[src/rtl/fabric_cfg_pkg.sv]
// -----------------------------------------------------------------------------
// fabric_cfg_pkg
// Shared definitions for the configuration-fabric column logic.
//   - fsm_state_t     : frame strobe sequencer states (IDLE/SETUP/STROBE/HOLD)
//   - COL_BROADCAST   : all-ones column address, addresses every column at once
//   - PHASE_CNT_W     : width of the shared SETUP/STROBE phase counter
//   - PHASE_CNT_MAX   : largest phase length the counter can time
//   - clamp_phase()   : folds a phase-length parameter into 1..PHASE_CNT_MAX
// -----------------------------------------------------------------------------
package fabric_cfg_pkg;

    typedef enum logic [1:0] {
        ST_IDLE   = 2'd0,
        ST_SETUP  = 2'd1,
        ST_STROBE = 2'd2,
        ST_HOLD   = 2'd3
    } fsm_state_t;

    // Wide all-ones; users slice it down to their column address width.
    localparam logic [31:0] COL_BROADCAST = 32'hFFFF_FFFF;

    localparam int PHASE_CNT_W   = 4;
    localparam int PHASE_CNT_MAX = (1 << PHASE_CNT_W) - 1;

    // A phase of length 0 would never reach the terminal count of 1, and a
    // length beyond the counter range would wrap, so both are folded back
    // into the legal range rather than silently hanging the sequencer.
    function automatic logic [PHASE_CNT_W-1:0] clamp_phase(input int cycles);
        logic [PHASE_CNT_W-1:0] v;
        if (cycles < 1) begin
            v = PHASE_CNT_W'(1);
        end else if (cycles > PHASE_CNT_MAX) begin
            v = PHASE_CNT_W'(PHASE_CNT_MAX);
        end else begin
            v = PHASE_CNT_W'(cycles);
        end
        return v;
    endfunction

endpackage

[src/rtl/frame_strobe_timer.sv]
// -----------------------------------------------------------------------------
// frame_strobe_timer
// Loadable down-counter timing the SETUP and STROBE phases of the frame
// strobe sequencer. The phase ends on the cycle the counter reads 1, so a
// load value of N keeps the phase active for exactly N cycles.
// Ports:
//   CLK          in   1       configuration clock
//   resetn       in   1       asynchronous active-low reset
//   i_load       in   1       load i_load_val on the next edge (wins over i_dec)
//   i_load_val   in   W       phase length in cycles
//   i_dec        in   1       count down by one (holds at zero)
//   o_terminal   out  1       counter reads 1: last cycle of the current phase
// -----------------------------------------------------------------------------
module frame_strobe_timer
    import fabric_cfg_pkg::*;
#(
    parameter int W = PHASE_CNT_W
) (
    input  logic         CLK,
    input  logic         resetn,
    input  logic         i_load,
    input  logic [W-1:0] i_load_val,
    input  logic         i_dec,
    output logic         o_terminal
);

    logic [W-1:0] r_count;

    always_ff @(posedge CLK or negedge resetn) begin
        if (!resetn) begin
            r_count <= '0;
        end else if (i_load) begin
            r_count <= i_load_val;
        end else if (i_dec && (r_count != '0)) begin
            r_count <= r_count - W'(1);
        end
    end

    assign o_terminal = (r_count == W'(1));

endmodule

[src/rtl/frame_strobe_gen.sv]
// -----------------------------------------------------------------------------
// frame_strobe_gen
// Per-column configuration frame strobe generator. Accepts a (column, frame)
// write request from the configuration controller and, when the column
// matches, produces a single registered one-hot pulse on FrameStrobe,
// framed by a FrameData setup phase before and a one-cycle hold after.
//
// Sequence after a request handshake at the end of cycle 0 (S=SetupCycles,
// W=StrobeCycles):
//   cycles 1..S          SETUP   FrameStrobe = 0
//   cycles S+1..S+W      STROBE  FrameStrobe = 1 << frame
//   cycle  S+W+1         HOLD    FrameStrobe = 0, done_o = 1
//   cycle  S+W+2         IDLE    req_ready_o = 1
//
// Optional build macro:
//   FRAME_STROBE_COUNT_EN  strobe_count_o counts completed strobe phases
//                          (saturating 16-bit); otherwise tied to zero.
//
// Ports:
//   CLK             in   1                 configuration clock
//   resetn          in   1                 asynchronous active-low reset
//   req_valid_i     in   1                 write request valid
//   req_ready_o     out  1                 request can be accepted (IDLE only)
//   col_sel_i       in   ColSelectWidth    target column (all-ones = broadcast)
//   frame_sel_i     in   FrameSelectWidth  target frame index
//   FrameStrobe     out  MaxFramesPerCol   registered one-hot strobe bus
//   busy_o          out  1                 sequence in progress
//   done_o          out  1                 pulse: strobe sequence completed
//   err_o           out  1                 pulse: out-of-range frame for this column
//   strobe_count_o  out  16                completed strobe phases
// -----------------------------------------------------------------------------
module frame_strobe_gen
    import fabric_cfg_pkg::*;
#(
    parameter int MaxFramesPerCol  = 20,
    parameter int FrameSelectWidth = 5,
    parameter int ColSelectWidth   = 5,
    parameter int ColIndex         = 0,
    parameter int SetupCycles      = 1,
    parameter int StrobeCycles     = 2
) (
    input  logic                        CLK,
    input  logic                        resetn,
    input  logic                        req_valid_i,
    output logic                        req_ready_o,
    input  logic [ColSelectWidth-1:0]   col_sel_i,
    input  logic [FrameSelectWidth-1:0] frame_sel_i,
    output logic [MaxFramesPerCol-1:0]  FrameStrobe,
    output logic                        busy_o,
    output logic                        done_o,
    output logic                        err_o,
    output logic [15:0]                 strobe_count_o
);

    localparam logic [ColSelectWidth-1:0] COL_ADDR  = ColSelectWidth'(ColIndex);
    localparam logic [ColSelectWidth-1:0] COL_BCAST = COL_BROADCAST[ColSelectWidth-1:0];
    // One extra bit so MaxFramesPerCol itself is representable in the compare.
    localparam logic [FrameSelectWidth:0] FRAME_LIMIT = (FrameSelectWidth + 1)'(MaxFramesPerCol);
    localparam logic [PHASE_CNT_W-1:0]    SETUP_LOAD  = clamp_phase(SetupCycles);
    localparam logic [PHASE_CNT_W-1:0]    STROBE_LOAD = clamp_phase(StrobeCycles);

    fsm_state_t                   r_state;
    logic [FrameSelectWidth-1:0]  r_frame_q;
    logic [MaxFramesPerCol-1:0]   r_frame_strobe;
    logic                         r_ready;
    logic                         r_busy;
    logic                         r_done;
    logic                         r_err;

    logic                         w_accept;
    logic                         w_col_match;
    logic                         w_frame_ok;
    logic                         w_start;
    logic                         w_terminal;
    logic                         w_setup_done;
    logic                         w_strobe_done;
    logic                         w_timer_load;
    logic [PHASE_CNT_W-1:0]       w_timer_load_val;
    logic                         w_timer_dec;
    logic [MaxFramesPerCol-1:0]   w_onehot;

    // ---------------------------------------------------------------------
    // Request decode. Ready is only high in IDLE, so an accept always
    // happens from IDLE and inputs are naturally ignored while busy.
    // ---------------------------------------------------------------------
    assign w_accept    = req_valid_i && r_ready;
    assign w_col_match = (col_sel_i == COL_ADDR) || (col_sel_i == COL_BCAST);
    assign w_frame_ok  = ({1'b0, frame_sel_i} < FRAME_LIMIT);
    assign w_start     = w_accept && w_col_match && w_frame_ok;

    // ---------------------------------------------------------------------
    // Shared phase timer: loaded with the SETUP length on accept and with
    // the STROBE length on the last SETUP cycle.
    // ---------------------------------------------------------------------
    assign w_setup_done     = (r_state == ST_SETUP)  && w_terminal;
    assign w_strobe_done    = (r_state == ST_STROBE) && w_terminal;
    assign w_timer_load     = w_start || w_setup_done;
    assign w_timer_load_val = w_start ? SETUP_LOAD : STROBE_LOAD;
    assign w_timer_dec      = (r_state == ST_SETUP) || (r_state == ST_STROBE);

    frame_strobe_timer #(
        .W          (PHASE_CNT_W)
    ) u_timer (
        .CLK        (CLK),
        .resetn     (resetn),
        .i_load     (w_timer_load),
        .i_load_val (w_timer_load_val),
        .i_dec      (w_timer_dec),
        .o_terminal (w_terminal)
    );

    // ---------------------------------------------------------------------
    // Frame index to one-hot. Only indices below MaxFramesPerCol can be
    // latched, so exactly one bit is set whenever the strobe is loaded.
    // ---------------------------------------------------------------------
    generate
        for (genvar gi = 0; gi < MaxFramesPerCol; gi++) begin : g_onehot
            assign w_onehot[gi] = (r_frame_q == FrameSelectWidth'(gi));
        end
    endgenerate

    // ---------------------------------------------------------------------
    // Sequencer. All outputs are registered here so the strobe bus leaving
    // the column foot is glitch-free; the async reset drops it immediately.
    // ---------------------------------------------------------------------
    always_ff @(posedge CLK or negedge resetn) begin
        if (!resetn) begin
            r_state        <= ST_IDLE;
            r_frame_q      <= '0;
            r_frame_strobe <= '0;
            r_ready        <= 1'b1;
            r_busy         <= 1'b0;
            r_done         <= 1'b0;
            r_err          <= 1'b0;
        end else begin
            r_done <= 1'b0;
            r_err  <= 1'b0;
            case (r_state)
                ST_IDLE: begin
                    if (w_accept && w_col_match) begin
                        if (w_frame_ok) begin
                            r_frame_q <= frame_sel_i;
                            r_state   <= ST_SETUP;
                            r_ready   <= 1'b0;
                            r_busy    <= 1'b1;
                        end else begin
                            r_err <= 1'b1;
                        end
                    end
                end
                ST_SETUP: begin
                    if (w_terminal) begin
                        r_state        <= ST_STROBE;
                        r_frame_strobe <= w_onehot;
                    end
                end
                ST_STROBE: begin
                    if (w_terminal) begin
                        r_state        <= ST_HOLD;
                        r_frame_strobe <= '0;
                        r_done         <= 1'b1;
                    end
                end
                ST_HOLD: begin
                    r_state <= ST_IDLE;
                    r_ready <= 1'b1;
                    r_busy  <= 1'b0;
                end
                default: begin
                    r_state        <= ST_IDLE;
                    r_frame_strobe <= '0;
                    r_ready        <= 1'b1;
                    r_busy         <= 1'b0;
                end
            endcase
        end
    end

    assign FrameStrobe = r_frame_strobe;
    assign req_ready_o = r_ready;
    assign busy_o      = r_busy;
    assign done_o      = r_done;
    assign err_o       = r_err;

    // ---------------------------------------------------------------------
    // Optional strobe counter: one count per STROBE -> HOLD transition.
    // ---------------------------------------------------------------------
`ifdef FRAME_STROBE_COUNT_EN
    logic [15:0] r_strobe_count;

    always_ff @(posedge CLK or negedge resetn) begin
        if (!resetn) begin
            r_strobe_count <= 16'h0;
        end else if (w_strobe_done && (r_strobe_count != 16'hFFFF)) begin
            r_strobe_count <= r_strobe_count + 16'd1;
        end
    end

    assign strobe_count_o = r_strobe_count;
`else
    assign strobe_count_o = 16'h0;
`endif

endmodule

[config.mk]
export PLATFORM = sky130hd
export DESIGN_NAME = frame_strobe_gen
export DESIGN_NICKNAME = d
export VERILOG_FILES = /design/src/rtl/fabric_cfg_pkg.sv /design/src/rtl/frame_strobe_timer.sv /design/src/rtl/frame_strobe_gen.sv
export SDC_FILE = /design/constraint.sdc
export NUM_CORES = 1
export LEC_CHECK = 0
export ABC_AREA = 0
export CORE_ASPECT_RATIO = 1.4
export CORE_MARGIN = 2
export CORE_UTILIZATION = 30
export DETAILED_ROUTE_END_ITERATION = 6
export PLACE_DENSITY = 0.66
export SYNTH_ARGS = -nofsm -noshare
export SYNTH_HDL_FRONTEND = slang
export SYNTH_SLANG_ARGS = --single-unit
export TNS_END_PERCENT = 20
[constraint.sdc]
create_clock -name CLK -period 3.11 [get_ports CLK]
set_input_delay 0.4665 -clock CLK [delete_from_list [all_inputs] [get_ports CLK]]
set_output_delay 0.4665 -clock CLK [all_outputs]
set_load 0.01 [all_outputs]
==> impl_metrics.env <==
export IMPL_nFillCells=593
export IMPL_async_reset_ff_share_pct=100
export IMPL_syn_inst=176
export IMPL_via_per_inst=4.75
export IMPL_status="finished clean"
export IMPL_hold_buffers=0
export IMPL_cp_buffers_inverters=1
export IMPL_fin_skew_ns=0.00394
export IMPL_min_delay_start="FrameStrobe[17]"
export IMPL_setup_tns_ns=0
export IMPL_path_max_fanout=34
export IMPL_fmax_mhz=413
export IMPL_setup_viol=0
export IMPL_wirelength_um=3460
export IMPL_grt_max_degree=36
export IMPL_critPathArrivalTime_ns=2.59
export IMPL_post_cts_buffers=0
export IMPL_crit_start="r_state[0]"
export IMPL_synthFlopType="dfrtp_1"
export IMPL_p_leak_nw=0.975
export IMPL_hold_viol=0
export IMPL_tritoncts="built"
export IMPL_ant_nets=0
export IMPL_cts_buffer_depth=2
export IMPL_synthToLayoutAreaGrowth_pct=24.7
export IMPL_drive_gt1_share_pct=9.30
export IMPL_start_util_pct=31.2
export IMPL_port_buffers=36
export IMPL_synth_seq_cells=35
export IMPL_gp_congestion=0.744
export IMPL_path_cells="inv_1, ha_1, o21ai_2, nor3_1, a32o_1"
export IMPL_die_h_um=96.5
export IMPL_grt_pass1_vias=1321
export IMPL_slowest_stage="o21ai_2"
export IMPL_rows=33
export IMPL_die_width_um=70.0
export IMPL_final_max_slew_viol_count=0
export IMPL_start_kind="flip-flop"
export IMPL_n_antenna_cell=0
export IMPL_final_nets=235
export IMPL_avgSynthCellArea_sq_um=10.4
export IMPL_cellPowerDensity_nw_per_um2=696
export IMPL_finalCriticalPeriod_ns=2.42
export IMPL_first_iter_violations=75
export IMPL_first_pass_iters=5
export IMPL_drc_errors=0
export IMPL_netlist_area_sq_um=1830
export IMPL_ctsResizeCount=0
export IMPL_hold_class="reg2reg"
export IMPL_clk_latency_ns=0.28
export IMPL_dp_hpwl_um=2650
export IMPL_cp_end_kind="flip-flop"
export IMPL_worst_slew_pin_slew_ns=1.18
export IMPL_fin_crit_sh_pct=77.8
export IMPL_layout_common_cells="36 x clkdlybuf4s50_1, 34 x dfrtp_1, 24 x nand2_1, 16 x conb_1, 11 x inv_1"
export IMPL_grt_use_total_pct=11.1
export IMPL_drv_cap=0
export IMPL_io_pins=53
export IMPL_critPathKind="reg2reg"
export IMPL_final_common_cell="clkdlybuf4s50_1"
export IMPL_post_drt_wl_per_cell_um=12.1
export IMPL_fin_ws_ns=0.690
export IMPL_synth_edf_count=0
export IMPL_rsz0062_at_grt="false"
export IMPL_hold_ws_ns=0.479
export IMPL_finalPower_mw=1.59
export IMPL_htree_num_levels=2
export IMPL_slowest_delay_ns=0.93
export IMPL_core_area_sq_um=5860
export IMPL_path_delay_family="compound AO/OA/AOI/OAI gates"
export IMPL_vias=1355
export IMPL_cts_sinks=35
export IMPL_fin_cells=285
export IMPL_overflow=0
export IMPL_placed_cells=277
export IMPL_dieArea_sq_um=6760
export IMPL_relSlewSlack_pct=21.5
export IMPL_cts_root_buf="clkbuf_8"
export IMPL_place_ws_ns=0.704
export IMPL_antenna_found_initial=0
export IMPL_grt_pass1_wl_um=5990
export IMPL_worstPathRequired_ns=3.28
export IMPL_power_ir_vdd_worst_v=0.000302
export IMPL_cts_made_buffers=5
export IMPL_reg2reg_from="r_state[0]"
export IMPL_yosys_warnings=0
export IMPL_ys_seq_area_share_pct=47.9
export IMPL_clk_transition_reported_paths_ns=0.07
export IMPL_synth_distinct_cells=41
-- worst reg2reg max path, delay by kind of cell (launching register included) --
family                     cells  cell delay (ns)
buffers and inverters          1             0.11
adders and majority gates      1             0.27
AOI/OAI and AO/OA              2             1.27
DFF                            1             0.43
and+or+nand+nor                1             0.24
-- metal layers --
metal  vias to the layer above  part of all wire (%)  track usage [%]
li1                        672                     -                -
met1                       637                    43             13.1
met2                        41                    50             19.4
met3                         5                   5.7             3.32
met4                         0                   1.4             3.85
met5                         -                     0                0
-- path summary, 6_finish.rpt --
kind	end	slack [ns]	depth (start not counted)
hold / removal	FrameStrobe[17]	0.48	2
setup reg to reg	FrameStrobe[6]	0.69	5
min in group asynchronous	FrameStrobe[18]	0.59	2
hold reg to reg	FrameStrobe[17]	0.48	2
setup / recovery	FrameStrobe[6]	0.69	5
max in group asynchronous	req_ready_o	2.16	2
-- power breakdown --
group	internal (mW)	switching [mW]
registers	0.550	0.0916
clock network	0.157	0.151
logic	0.286	0.354
-- cells in the mapped netlist (4+ instances only) --
cell | count | area, sq um
mux2_2 | 5 | 56.3
dfrtp_1 | 34 | 851
a211oi_1 | 4 | 30.0
buf_4 | 16 | 120
nor2_1 | 6 | 22.5
a32o_1 | 4 | 40.0
ha_1 | 8 | 100
o21ai_1 | 4 | 20.0
nand2_1 | 24 | 90.1
clkbuf_1 | 4 | 15.0
inv_1 | 11 | 41.3
o31ai_1 | 10 | 75.1
-- metrics by stage --
| step | instance area, sq um | utilization, % |
|---|---|---|
| detailed placement | 2200 | 37.6 |
| global placement | 2200 | 37.6 |
| global route | 2280 | 39.0 |
| finish | 2280 | 39.0 |
| CTS | 2280 | 39.0 |
| floorplan | 1890 | - |
-- registers in the layout, indices dropped and copies added, names as in the netlist --
signal,count
r_state,2
u_timer.r_count,4
done_o,1
err_o,1
busy_o,1
FrameStrobe,20
r_frame_q,5
req_ready_o,1
-- cell type report --
type / instances / area (sq um) / area share, %
tap: 70 / 87.6 / 3.83
clock buffer: 7 / 76.3 / 3.34
sequential: 35 / 877 / 38.4
timing repair buffer: 37 / 368 / 16.1
clock inverter: 1 / 5.00 / 0.219
multi-input combinational: 124 / 830 / 36.3
inverter: 11 / 41.3 / 1.81
-- kinds of logic (layout without fill, tap and decap cells) --
group,count (synthesis),after routing,synth area share [%]
flops,35,35,47.9
mux,5,5,3.07
compound gates,42,42,17.7
other cells,1,16,0.205
buf+inv,32,56,9.90
xor+xnor,2,2,0.956
simple gates,51,51,14.8
fa+ha+maj,8,8,5.46
Power figures use the tool's default switching activity.
